<file path="src/rtl/seg7_reader.sv">
// seg7_reader
//
// Receive side of a multiplexed, active-low 7-segment display bus. The raw
// segment lines and digit selects are brought into the clock domain through a
// two-flop synchronizer. A small settle filter then waits until the synced
// (select, segment) pair has been identical for STABLE_CYC consecutive cycles
// before accepting it, so multiplex ghosting during digit changes is rejected.
// Each accepted pattern is decoded back to BCD. Once every digit has been
// accepted at least once, the whole frame is published with a one-cycle pulse.
//
// Ports
//   clk          in   1        rising-edge clock
//   rst_n        in   1        asynchronous active-low reset
//   seg_n        in   7        segment lines, active-low, bit0=a .. bit6=g
//   digit_sel_n  in   NDIG     digit enables, active-low, one-hot-low when valid
//   digits       out  4*NDIG   BCD per digit, digit k at [4k+3:4k], 4'hF = blank
//   digit_err    out  NDIG     last accepted pattern for digit k was illegal
//   frame_valid  out  1        one-cycle pulse when a complete new frame is held
//   stale        out  1        no frame completed within STALE_CYC cycles
module seg7_reader #(
    parameter int NDIG       = 4,
    parameter int STABLE_CYC = 4,
    parameter int STALE_CYC  = 4096
) (
    input  logic                clk,
    input  logic                rst_n,
    input  logic [6:0]          seg_n,
    input  logic [NDIG-1:0]     digit_sel_n,
    output logic [4*NDIG-1:0]   digits,
    output logic [NDIG-1:0]     digit_err,
    output logic                frame_valid,
    output logic                stale
);

    localparam int CNT_W = $clog2(STABLE_CYC + 1);
    localparam int STL_W = $clog2(STALE_CYC + 1);
    localparam int IDX_W = (NDIG > 1) ? $clog2(NDIG) : 1;
    localparam int ZC_W  = $clog2(NDIG + 1);

    localparam logic [CNT_W-1:0] CNT_ONE     = CNT_W'(1);
    localparam logic [CNT_W-1:0] STABLE_LAST = CNT_W'(STABLE_CYC);
    localparam logic [STL_W-1:0] STALE_MAX   = STL_W'(STALE_CYC);

    typedef enum logic [1:0] {
        IDLE   = 2'd0,
        SETTLE = 2'd1,
        HELD   = 2'd2
    } readerState_e;

    logic [6:0]        segMeta_q, segSync_q;
    logic [NDIG-1:0]   selMeta_q, selSync_q;

    readerState_e      state_q, state_d;
    logic [CNT_W-1:0]  cnt_q, cnt_d;
    logic [6:0]        refSeg_q, refSeg_d;
    logic [NDIG-1:0]   refSel_q, refSel_d;
    logic [4*NDIG-1:0] digits_q, digits_d;
    logic [NDIG-1:0]   err_q, err_d;
    logic [NDIG-1:0]   seen_q, seen_d;
    logic              frame_q, frame_d;
    logic [STL_W-1:0]  staleCnt_q, staleCnt_d;

    logic [ZC_W-1:0]   zeroCount;
    logic [IDX_W-1:0]  selIdx;
    logic              selValid;
    logic              patChanged;
    logic              accept;
    logic [4:0]        decoded;

    // Maps an active-low pattern (g..a, MSB first) to {err, bcd}.
    // All segments dark is a legitimate blank digit, not an error.
    function automatic logic [4:0] decodeSeg(input logic [6:0] s);
        logic [4:0] r;
        case (s)
            7'b1000000: r = 5'h00;
            7'b1111001: r = 5'h01;
            7'b0100100: r = 5'h02;
            7'b0110000: r = 5'h03;
            7'b0011001: r = 5'h04;
            7'b0010010: r = 5'h05;
            7'b0000010: r = 5'h06;
            7'b1111000: r = 5'h07;
            7'b0000000: r = 5'h08;
            7'b0010000: r = 5'h09;
            7'b1111111: r = 5'h0F;
            default:    r = 5'h1F;
        endcase
        return r;
    endfunction

    // Two-flop synchronizer; resets to all-ones so nothing looks selected.
    always_ff @(posedge clk or negedge rst_n) begin
        if (!rst_n) begin
            segMeta_q <= '1;
            segSync_q <= '1;
            selMeta_q <= '1;
            selSync_q <= '1;
        end else begin
            segMeta_q <= seg_n;
            segSync_q <= segMeta_q;
            selMeta_q <= digit_sel_n;
            selSync_q <= selMeta_q;
        end
    end

    // The select is usable only when exactly one line is low; selIdx is
    // only meaningful in that case.
    always_comb begin
        zeroCount = '0;
        selIdx    = '0;
        for (int i = 0; i < NDIG; i++) begin
            if (!selSync_q[i]) begin
                zeroCount = zeroCount + ZC_W'(1);
                selIdx    = IDX_W'(i);
            end
        end
    end

    assign selValid   = (zeroCount == ZC_W'(1));
    assign patChanged = (segSync_q != refSeg_q) || (selSync_q != refSel_q);
    assign decoded    = decodeSeg(segSync_q);

    // Settle filter, digit capture, frame assembly and stale timer.
    // Switching to another digit changes the synced pair, so it restarts the
    // filter exactly like a ghosting segment change does.
    always_comb begin
        state_d    = state_q;
        cnt_d      = cnt_q;
        refSeg_d   = refSeg_q;
        refSel_d   = refSel_q;
        digits_d   = digits_q;
        err_d      = err_q;
        seen_d     = seen_q;
        frame_d    = 1'b0;
        accept     = 1'b0;

        case (state_q)
            IDLE: begin
                if (selValid) begin
                    state_d  = SETTLE;
                    cnt_d    = CNT_ONE;
                    refSeg_d = segSync_q;
                    refSel_d = selSync_q;
                end
            end
            SETTLE: begin
                if (!selValid) begin
                    state_d = IDLE;
                end else if (patChanged) begin
                    cnt_d    = CNT_ONE;
                    refSeg_d = segSync_q;
                    refSel_d = selSync_q;
                end else begin
                    cnt_d = cnt_q + CNT_ONE;
                    if (cnt_d == STABLE_LAST) begin
                        accept  = 1'b1;
                        state_d = HELD;
                    end
                end
            end
            HELD: begin
                if (!selValid) begin
                    state_d = IDLE;
                end else if (patChanged) begin
                    state_d  = SETTLE;
                    cnt_d    = CNT_ONE;
                    refSeg_d = segSync_q;
                    refSel_d = selSync_q;
                end
            end
            default: state_d = IDLE;
        endcase

        for (int k = 0; k < NDIG; k++) begin
            if (accept && (selIdx == IDX_W'(k))) begin
                digits_d[4*k +: 4] = decoded[3:0];
                err_d[k]           = decoded[4];
                seen_d[k]          = 1'b1;
            end
        end

        // The digit captured on this edge counts toward the frame it completes.
        if (accept && (&seen_d)) begin
            frame_d = 1'b1;
            seen_d  = '0;
        end

        if (frame_d) begin
            staleCnt_d = '0;
        end else if (staleCnt_q == STALE_MAX) begin
            staleCnt_d = staleCnt_q;
        end else begin
            staleCnt_d = staleCnt_q + STL_W'(1);
        end
    end

    always_ff @(posedge clk or negedge rst_n) begin
        if (!rst_n) begin
            state_q    <= IDLE;
            cnt_q      <= '0;
            refSeg_q   <= '1;
            refSel_q   <= '1;
            digits_q   <= '1;
            err_q      <= '0;
            seen_q     <= '0;
            frame_q    <= 1'b0;
            staleCnt_q <= '0;
        end else begin
            state_q    <= state_d;
            cnt_q      <= cnt_d;
            refSeg_q   <= refSeg_d;
            refSel_q   <= refSel_d;
            digits_q   <= digits_d;
            err_q      <= err_d;
            seen_q     <= seen_d;
            frame_q    <= frame_d;
            staleCnt_q <= staleCnt_d;
        end
    end

    assign digits      = digits_q;
    assign digit_err   = err_q;
    assign frame_valid = frame_q;
    assign stale       = (staleCnt_q == STALE_MAX);

endmodule

</file>
<file path="config.mk">
export PLATFORM = sky130hd
export DESIGN_NAME = seg7_reader
export DESIGN_NICKNAME = d
export VERILOG_FILES = /design/src/rtl/seg7_reader.sv
export SDC_FILE = /design/constraint.sdc
export NUM_CORES = 1
export LEC_CHECK = 0
export ABC_AREA = 1
export BUFFER_PORTS_ARGS = -buffer_cell sky130_fd_sc_hd__clkbuf_2
export CAP_MARGIN = 30
export CORE_ASPECT_RATIO = 2
export CORE_MARGIN = 3
export CORE_UTILIZATION = 40
export DETAILED_ROUTE_END_ITERATION = 8
export GPL_ROUTABILITY_DRIVEN = 0
export RECOVER_POWER = 25
export SYNTH_ARGS = -nofsm -noshare
export SYNTH_HDL_FRONTEND = slang
export SYNTH_SLANG_ARGS = --single-unit
</file>
<file path="constraint.sdc">
create_clock -name clk -period 3.9 [get_ports clk]
set_input_delay 0.39 -clock clk [delete_from_list [all_inputs] [get_ports clk]]
set_output_delay 0.39 -clock clk [all_outputs]
set_load 0.02 [all_outputs]
</file>
==> impl_summary.log, run 1 <==
[metrics] maximum cell stage delay along the critical path: around 0.56 ns
[metrics] run status: completed
[metrics] Worst VDD drop: ~280 uV
[metrics] portion of synthesized cell area occupied by the leading cell type: 0.360
[metrics] Overflow after GRT: 0
[metrics] die boundary height: 140 um
[metrics] total global-route track usage: 0.158
[metrics] most frequently used flop master after synthesis: sky130_fd_sc_hd__dfstp_2
[metrics] worst slack after detailed placement: 0.806 ns
[metrics] total clock buffers created by CTS: 9
[metrics] Synth async-reset ratio: 1.00
[metrics] number of vias after detailed routing: around 2600
[metrics] vias per inst: around 4.8
[metrics] slew of the pin with the lowest slew margin: 1.33 ns
[metrics] launch point of the worst path: selSync_q[1]$_DFF_PN1_
[metrics] Clock Tree Root: sky130_fd_sc_hd__clkbuf_16
[metrics] Initial Utilization: 0.414
[metrics] number of hold violations in the final report: 0
[metrics] Final WS setup: about 0.83 ns
[metrics] Hold Crit Class: input pin to flop
[metrics] final layout net count: approximately 470
[metrics] number of instances in the synthesized netlist: a little over 400
[metrics] Leak: ~2.0 nW
[metrics] Final Max Tran Viols: 0
[metrics] count of buffer and inverter cells on the critical path: 2
[metrics] Residual DRC: 0
[metrics] number of nets produced by synthesis: approximately 430
[metrics] hold buffer count at CTS: 0
[metrics] count of flip-flops with a built-in enable after synthesis: 0
[metrics] total of fill cells in the finished design: around 850
[metrics] critical register-to-register path startpoint: selSync_q[1]$_DFF_PN1_
[metrics] area enclosed by the die boundary: a little over 10000 sq um
[metrics] detailed placer's ending HPWL: between 5000 and 6000 um
[metrics] worst hold stages: 1
[metrics] routed length on met3: between 200 and 250 um
[metrics] number of gates resized after CTS: 0
[metrics] number of global-route vias before repair: ~2700
[metrics] Post-Syn Area: 3580 sq um
[metrics] total wirelength of the detailed-routed design: roughly 7000 um
[metrics] Top Layer Used: met4
[metrics] fmax: between 300 and 400 MHz
[metrics] final setup TNS: 0 ns
[metrics] count of state elements after synthesis: 76
[metrics] Max Clock Skew: 0.00641 ns
[metrics] final critical-path share of the clock period: 0.786
[metrics] initial antenna violation count: 0
[metrics] WL/cell: 12.6 um
[metrics] TritonCTS sink count: between 70 and 80
[metrics] Inserted Diodes: 0
[metrics] Buffers on Ports: 34
[metrics] Clock transition at path regs: 0.05 ns
[metrics] endpoint kind of the worst setup timing path: flop
[metrics] ratio of cells with drive above 1 in the final layout: 0.262
[metrics] area taken by multi-input logic gates: ~1300 sq um
[metrics] final setup violation count: 0
[metrics] count of standard-cell rows: 48
[metrics] pin count of the biggest net entering global routing: 57
[metrics] Synth Area per Inst: 8.79 sq um
[metrics] Cell Count, Final, Fillers Out: 554
[metrics] Largest delay share family, worst path: simple AND/OR/NAND/NOR gates
[metrics] start point of the worst hold path: digit_sel_n[3]
[metrics] slowest library cell on the worst path: sky130_fd_sc_hd__dfstp_2
[metrics] met2 layer wire length in the routed design: about 4000 um
[metrics] max-cap violation count: 0
[metrics] number of setup buffers added after CTS: 0
[metrics] H-tree Lvls: 3
[metrics] clock tree buffer depth: 2
[metrics] area added between synthesis and finish: 15.7%
[metrics] die width: 72.9 um
[metrics] post-synthesis cell type with the largest combined area: sky130_fd_sc_hd__dfstp_2
[metrics] path depth of the worst reg2reg path: 15
[metrics] RSZ-0062 raised after global routing: no
[metrics] slew margin rel.: 0.112
[metrics] area used by sequential logic in the layout: a little under 2000 sq um
[metrics] io pins: 35
[metrics] Crit path top cell by count: sky130_fd_sc_hd__nand2_1
[metrics] category of the worst setup path launch point: flop
[metrics] fraction of the yosys area taken by sequential cells: 0.549
[metrics] starting DRC count in detailed routing: between 100 and 150
[metrics] core box area: 8650 sq um
[metrics] TritonCTS clock tree: built
[metrics] cell count after placement: 538
[metrics] ordered cell list for the critical path: inv_1 -> ha_1 -> inv_1 -> nand2_1 -> nand2_1 -> ha_1 -> or2_2 -> nand2_1 -> nand3_2 -> nor2_4 -> nand3_1 -> nand2_1 -> nand3_2 -> nor2_4 -> nor2_1
[metrics] first-pass iteration count of the detailed router: 4
[metrics] WS Path Type: flop to flop
[metrics] Clock Latency Late Sink: about 0.33 ns
[metrics] critical path data arrival time: between 3 and 4 ns
[metrics] global-route wire length before repair: approximately 12000 um
[metrics] power density over the cells: about 500 nW/um^2
[metrics] remaining antenna violation count: 0
[metrics] maximum fanout along the worst path: 17
[metrics] ranking of synthesized cells by area: sky130_fd_sc_hd__dfstp_2 36%, sky130_fd_sc_hd__dfrtp_1 19%, sky130_fd_sc_hd__nand2_1 8.9%
[metrics] minimum period implied by the final worst setup slack: a little over 3 ns
[metrics] synth unique cells: 31
[metrics] required time at the worst-slack endpoint: 4.10 ns
[metrics] routed metal-1 wire length: 2600 um
[metrics] total of warnings raised by yosys: 0
[metrics] logic depth of the worst path, buffers included: 15
[layout by cell type, fill, tap and decap left out, types with 2 or more instances in the layout]
cell and n:
sky130_fd_sc_hd__nand2_1 85, sky130_fd_sc_hd__inv_1 62, sky130_fd_sc_hd__dfstp_2 49, sky130_fd_sc_hd__nor2_1 48, sky130_fd_sc_hd__clkbuf_2 34, sky130_fd_sc_hd__o21ai_0 33
sky130_fd_sc_hd__dfrtp_1 27, sky130_fd_sc_hd__nand3_1 17, sky130_fd_sc_hd__ha_1 11, sky130_fd_sc_hd__nor3_1 10, sky130_fd_sc_hd__xor2_1 9, sky130_fd_sc_hd__a21oi_1 9
sky130_fd_sc_hd__clkbuf_16 9, sky130_fd_sc_hd__inv_2 7, sky130_fd_sc_hd__nand4_1 7, sky130_fd_sc_hd__xnor2_1 5, sky130_fd_sc_hd__nor2_2 3, sky130_fd_sc_hd__or2_2 3
sky130_fd_sc_hd__nand3_2 3, sky130_fd_sc_hd__clkinv_2 3, sky130_fd_sc_hd__clkbuf_8 3, sky130_fd_sc_hd__nor2_4 2, sky130_fd_sc_hd__nor4_1 2, sky130_fd_sc_hd__o211ai_1 2
sky130_fd_sc_hd__clkbuf_1 2
[report_power, final]
part	total, mW	internal [mW]	switching [mW]
combinational	0.272	0.109	0.163
clock	0.783	0.483	0.301
sequential	0.970	0.912	0.0579
[per-stage QoR]
stage | cell area [sq um] | total power [mW] | hold WS [ns] | utilization
floorplan | 3580 | 1.18 | 0.0944 | -
global placement | 3850 | 1.25 | 0.346 | 0.446
detailed placement | 3850 | 1.26 | 0.347 | 0.446
CTS | 4140 | 2.06 | 0.00973 | 0.479
global route | 4140 | 2.14 | 0.122 | 0.479
finish | 4140 | 2.02 | 0.137 | 0.479
[state kept, by name (all words and copies together), names as in the netlist]
register     flops
selMeta_q        4
cnt_q            3
refSeg_q         7
segSync_q        7
segMeta_q        7
digits          16
frame_valid      1
digit_err        4
refSel_q         4
state_q          2
seen_q           4
staleCnt_q      13
selSync_q        4
[routing by layer]
metal	track usage	vias up
met5	0	-
li1	-	1351
met1	0.165	1248
met2	0.283	28
met3	0.0369	17
met4	0.0798	0
[synth_stat cells, types with 3 or more instances]
cell type                  n
sky130_fd_sc_hd__a21oi_1   9
sky130_fd_sc_hd__dfrtp_1  27
sky130_fd_sc_hd__nand4_1   7
sky130_fd_sc_hd__nor2_1   48
sky130_fd_sc_hd__inv_1    62
sky130_fd_sc_hd__nand2_1  85
sky130_fd_sc_hd__o21ai_0  33
sky130_fd_sc_hd__nor3_1   10
sky130_fd_sc_hd__xnor2_1   5
sky130_fd_sc_hd__inv_2     7
sky130_fd_sc_hd__xor2_1    9
sky130_fd_sc_hd__nor2_2    3
sky130_fd_sc_hd__nand3_2   3
sky130_fd_sc_hd__nand3_1  17
sky130_fd_sc_hd__or2_2     3
sky130_fd_sc_hd__ha_1     11
sky130_fd_sc_hd__dfstp_2  49
[final timing paths]
path / end / slack (ns)
setup / recovery: staleCnt_q[12]$_DFFE_PN0P_ / 0.83
hold / removal: selMeta_q[3]$_DFF_PN1_ / 0.14
setup reg to reg: staleCnt_q[12]$_DFFE_PN0P_ / 0.83
hold reg to reg: segSync_q[5]$_DFF_PN1_ / 0.35
max in group asynchronous: staleCnt_q[6]$_DFFE_PN0P_ / 1.77
min in group asynchronous: digit_err[2]$_DFFE_PN0P_ / 0.25
[cell type report]
class / count / area share
clock buffer: 13 / 0.0653
clock inverter: 3 / 0.00453
timing repair buffer: 36 / 0.0438
tap: 100 / 0.0302
inverter: 70 / 0.0638
sequential: 76 / 0.474
multi-input combinational: 256 / 0.318
[worst reg2reg max path: stages, from the launching register on]
cell and delay [ns]:
sky130_fd_sc_hd__dfstp_2 0.56, sky130_fd_sc_hd__inv_1 0.07, sky130_fd_sc_hd__ha_1 0.33, sky130_fd_sc_hd__inv_1 0.05
sky130_fd_sc_hd__nand2_1 0.07, sky130_fd_sc_hd__nand2_1 0.07, sky130_fd_sc_hd__ha_1 0.29, sky130_fd_sc_hd__or2_2 0.29
sky130_fd_sc_hd__nand2_1 0.08, sky130_fd_sc_hd__nand3_2 0.10, sky130_fd_sc_hd__nor2_4 0.13, sky130_fd_sc_hd__nand3_1 0.20
sky130_fd_sc_hd__nand2_1 0.15, sky130_fd_sc_hd__nand3_2 0.11, sky130_fd_sc_hd__nor2_4 0.34, sky130_fd_sc_hd__nor2_1 0.09
[kinds of logic (layout without fill, tap and decap cells)]
family          after synthesis  in the layout  synth area share
xor+xnor                     14             14            0.0343
buf+inv                      75            122            0.0836
simple gates                183            183             0.224
compound gates               47             47            0.0685
flops                        76             76             0.549
fa+ha+maj                    11             11            0.0385
mux                           1              1           0.00280
Note: power is estimated with default switching activity, not from simulation.
==> run 2: changes to the inputs <==
--- a/config.mk
+++ b/config.mk
@@ -5,7 +5,7 @@
 export SDC_FILE = /design/constraint.sdc
 export NUM_CORES = 1
 export LEC_CHECK = 0
-export ABC_AREA = 1
+export ABC_AREA = 0
 export BUFFER_PORTS_ARGS = -buffer_cell sky130_fd_sc_hd__clkbuf_2
 export CAP_MARGIN = 30
 export CORE_ASPECT_RATIO = 2
==> constraint.sdc (replaced) <==
create_clock -name clk -period 2.65 [get_ports clk]
set_input_delay 0.265 -clock clk [delete_from_list [all_inputs] [get_ports clk]]
set_output_delay 0.265 -clock clk [all_outputs]
set_load 0.02 [all_outputs]
==> run 2 against run 1 <==
The run now ends with max-capacitance violations, max-slew violations left. Clock skew up 0.0048 ns. Sequential power up 49%. Global-route usage grew 1.5 points. Final area increased by 14%. Largest cell class unchanged.
==> impl_summary.log, run 2 <==
[metrics] Cell Count, Final, Fillers Out: 507
[metrics] main combinational cell family by area after synthesis: simple AND/OR/NAND/NOR gates
[metrics] total global-route track usage: 0.173
[metrics] worst hold stages: 1
[metrics] Synth Area in Simple Gates: 0.169
[metrics] final layout net count: approximately 420
[metrics] Hold Slack: 0.0174 ns
[metrics] leading cell type in the layout, fill and taps excluded: sky130_fd_sc_hd__dfstp_2
[metrics] Post-Syn Area: 3850 sq um
[metrics] Final Max Tran Viols: just under 80
[metrics] WS Path Type: flop to flop
[metrics] power density over the cells: between 700 and 800 nW/um^2
[metrics] ratio of cells with drive above 1 in the final layout: 0.397
[metrics] fraction of power spent switching nets: 0.250
[metrics] minimum period implied by the final worst setup slack: between 2 and 3 ns
[metrics] run status: finished with violations
[metrics] global-route wire length before repair: 14000 um
[metrics] required time at the worst-slack endpoint: approximately 2.9 ns
[metrics] Clock Latency Late Sink: 0.33 ns
[metrics] final instance area: between 4000 and 5000 sq um
[metrics] number of flip-flops under the largest register name: 16
[metrics] remaining antenna violation count: 0
[metrics] area enclosed by the die boundary: ~11000 sq um
[metrics] cell types with the highest counts after synthesis: 49 x sky130_fd_sc_hd__dfstp_2, 35 x sky130_fd_sc_hd__inv_1, 27 x sky130_fd_sc_hd__dfrtp_1
[metrics] maximum fanout along the worst path: 5
[metrics] number of global-route vias before repair: 2830
[metrics] category of the worst setup path launch point: flop
[metrics] most frequently used flop master after synthesis: sky130_fd_sc_hd__dfstp_2
[metrics] Max Clock Skew: about 0.011 ns
[metrics] fraction of the yosys area taken by sequential cells: 0.510
[metrics] die boundary height: 145 um
[metrics] initial antenna violation count: 0
[metrics] core box area: 9380 sq um
[metrics] count of standard-cell rows: 50
[metrics] portion of synthesized cell area occupied by the leading cell type: 0.334
[metrics] max-cap violation count: 1
[metrics] xor-xnor portion of the synthesized cell area: 0.0630
[metrics] final setup violation count: 0
[metrics] Clock Tree Root: sky130_fd_sc_hd__clkbuf_16
[metrics] power share of the clock group: 0.389
[metrics] fmax: between 300 and 400 MHz
[metrics] total wirelength of the detailed-routed design: 8470 um
[metrics] final critical-path share of the clock period: 0.999
[metrics] WL/cell: ~17 um
[metrics] critical path data arrival time: a little under 3 ns
[metrics] path depth of the worst reg2reg path: 11
[metrics] most frequent cells in the layout: 48 x sky130_fd_sc_hd__dfstp_2, 34 x sky130_fd_sc_hd__clkbuf_2, 32 x sky130_fd_sc_hd__inv_1
[metrics] synth unique cells: 54
[metrics] detailed placer's ending HPWL: between 5000 and 6000 um
[metrics] total of warnings raised by yosys: 0
[metrics] mux contribution to synthesized area: 0.0994
[metrics] total clock buffers created by CTS: 9
[metrics] io pins: 35
[metrics] Overflow after GRT: 0
[metrics] Clock transition at path regs: roughly 0.06 ns
[metrics] vias per inst: ~5.4
[metrics] instance area after placement: around 4200 sq um
[metrics] count of flip-flops with a built-in enable after synthesis: 0
[metrics] endpoint kind of the worst setup timing path: flop
[metrics] number of vias after detailed routing: around 2700
[metrics] logic gate share of total power: 0.175
[metrics] post-synthesis cell type with the largest combined area: sky130_fd_sc_hd__dfstp_2
[metrics] Sequential Power Share: 0.435
[metrics] synthesized-area fraction occupied by adder cells: 0.0357
[metrics] Synth Area per Inst: between 10 and 15 sq um
[metrics] violated checks: max-capacitance violations, max-slew violations
[metrics] slew margin rel.: -0.222
[metrics] starting DRC count in detailed routing: 112
[metrics] Leak: about 2.0 nW
[metrics] TritonCTS sink count: 76
[metrics] H-tree Lvls: 3
[metrics] pin count of the biggest net entering global routing: 77
[metrics] clock tree buffer depth: 2
[metrics] Hold Crit Class: input pin to flop
[metrics] Buffers on Ports: 34
[metrics] switching component of the power: about 830 uW
[metrics] first-pass iteration count of the detailed router: 4
[metrics] Initial Utilization: 0.411
[metrics] sum of internal, switching and leakage power: roughly 3.3 mW
[metrics] count of state elements after synthesis: 76
[metrics] Residual DRC: 0
[metrics] die width: ~75 um
[metrics] core utilization of the finished layout: 0.503
[metrics] Inserted Diodes: 0
[metrics] cell count after placement: a little under 500
[metrics] area added between synthesis and finish: 22.6%
[metrics] TritonCTS clock tree: built
[metrics] ranking of synthesized cells by area: sky130_fd_sc_hd__dfstp_2 33%, sky130_fd_sc_hd__dfrtp_1 18%, sky130_fd_sc_hd__mux2i_1 5.5%
[metrics] number of nets produced by synthesis: roughly 370
[metrics] Internal: around 2.5 mW
[metrics] complex-gate fraction of the synthesized area: 0.0695
[metrics] RSZ-0062 raised after global routing: yes
[metrics] slew of the pin with the lowest slew margin: 1.83 ns
[metrics] number of hold violations in the final report: 0
[metrics] most repeated cell in the gate-level netlist after synthesis: sky130_fd_sc_hd__dfstp_2
[metrics] number of instances in the synthesized netlist: ~350
[metrics] Synth async-reset ratio: 1.00
[metrics] Worst VDD drop: a little over 600 uV
[run 2: changes by cell type in the layout (fill, tap and decap cells not counted), moves of 5 or more]
cell,before,now
sky130_fd_sc_hd__nor2_1,48,25
sky130_fd_sc_hd__nand2_1,85,13
sky130_fd_sc_hd__nor2b_1,0,5
sky130_fd_sc_hd__o21ai_0,33,6
sky130_fd_sc_hd__mux2i_1,1,19
sky130_fd_sc_hd__mux2_4,0,10
sky130_fd_sc_hd__buf_4,1,15
sky130_fd_sc_hd__xnor2_1,5,16
sky130_fd_sc_hd__inv_1,62,32
[run 2: logic make-up (layout without fill, tap and decap cells)]
group,count (synthesis),after routing
flip-flops,76,76
XOR/XNOR,26,26
buffers and inverters,48,106
AO/OA/AOI/OAI,37,37
AND/OR/NAND/NOR,114,114
multiplexers,33,33
adder cells (fa/ha/maj),11,11
[run 2: power groups by stage]
stage | combinational, mW | sequential (mW) | clock (mW)
5_1_grt | 0.636 | 1.47 | 1.38
3_3_place_gp | 0.516 | 1.46 | 0
3_5_place_dp | 0.527 | 1.46 | 0
4_1_cts | 0.533 | 1.45 | 1.33
2_1_floorplan | 0.423 | 1.43 | 0
6_report | 0.583 | 1.45 | 1.30
[run 2: worst paths after layout]
check                                            start                        end  slack [ns]
min in group asynchronous                        rst_n  staleCnt_q[1]$_DFFE_PN0P_        0.44
worst min-delay path                          seg_n[4]     segMeta_q[4]$_DFF_PN1_        0.02
worst max-delay path            selSync_q[1]$_DFF_PN1_    refSeg_q[2]$_DFFE_PN1P_       0.003
max in group asynchronous                        rst_n     state_q[1]$_DFFE_PN0P_        1.14
worst min register to register  segMeta_q[4]$_DFF_PN1_     segSync_q[4]$_DFF_PN1_        0.35
worst max register to register  selSync_q[1]$_DFF_PN1_    refSeg_q[2]$_DFFE_PN1P_       0.003
[run 2: through the flow]
step                setup slack, ns  setup TNS (ns)
floorplan                   0.00378               0
global placement             0.0180               0
detailed placement          -0.0248         -0.0428
CTS                         0.00257               0
global route                -0.0647          -0.995
finish                      0.00350               0
[run 2: layout make-up]
class | count | area, sq um
clock buffers | 9 | 225
clock inverters | 7 | 91.3
fillers | 863 | 4660
inverters | 35 | 131
multi-input cells | 221 | 1800
flip-flops and latches | 76 | 1960
well taps | 104 | 130
repair buffers | 55 | 380
[run 2: metal layers]
| metal | up-vias | routed length, um | GRT usage | share of wire |
|---|---|---|---|---|
| met5 | - | 0 | 0 | 0 |
| met4 | 0 | 202 | 0.0793 | 0.024 |
| met3 | 14 | 194 | 0.0360 | 0.023 |
| met2 | 47 | 4910 | 0.311 | 0.58 |
| met1 | 1362 | 3160 | 0.186 | 0.37 |
| li1 | 1304 | - | - | - |
[run 2: repair_timing]
action,CTS,global route
hold endpoints to repair,1,0
hold buffers,1,0
cloned,0,1
setup endpoints to repair,7,46
pin swaps,3,6
buffers inserted,0,2
resized for setup,1,23
[run 2: worst max-delay path: stages, from the launching register on]
cell	delay, ns
sky130_fd_sc_hd__dfstp_2	0.54
sky130_fd_sc_hd__inv_2	0.05
sky130_fd_sc_hd__ha_4	0.28
sky130_fd_sc_hd__xor2_2	0.17
sky130_fd_sc_hd__inv_2	0.06
sky130_fd_sc_hd__ha_4	0.14
sky130_fd_sc_hd__and2b_2	0.24
sky130_fd_sc_hd__xor2_4	0.22
sky130_fd_sc_hd__nand2_2	0.11
sky130_fd_sc_hd__a211o_4	0.31
sky130_fd_sc_hd__clkbuf_16	0.17
sky130_fd_sc_hd__mux2_4	0.29
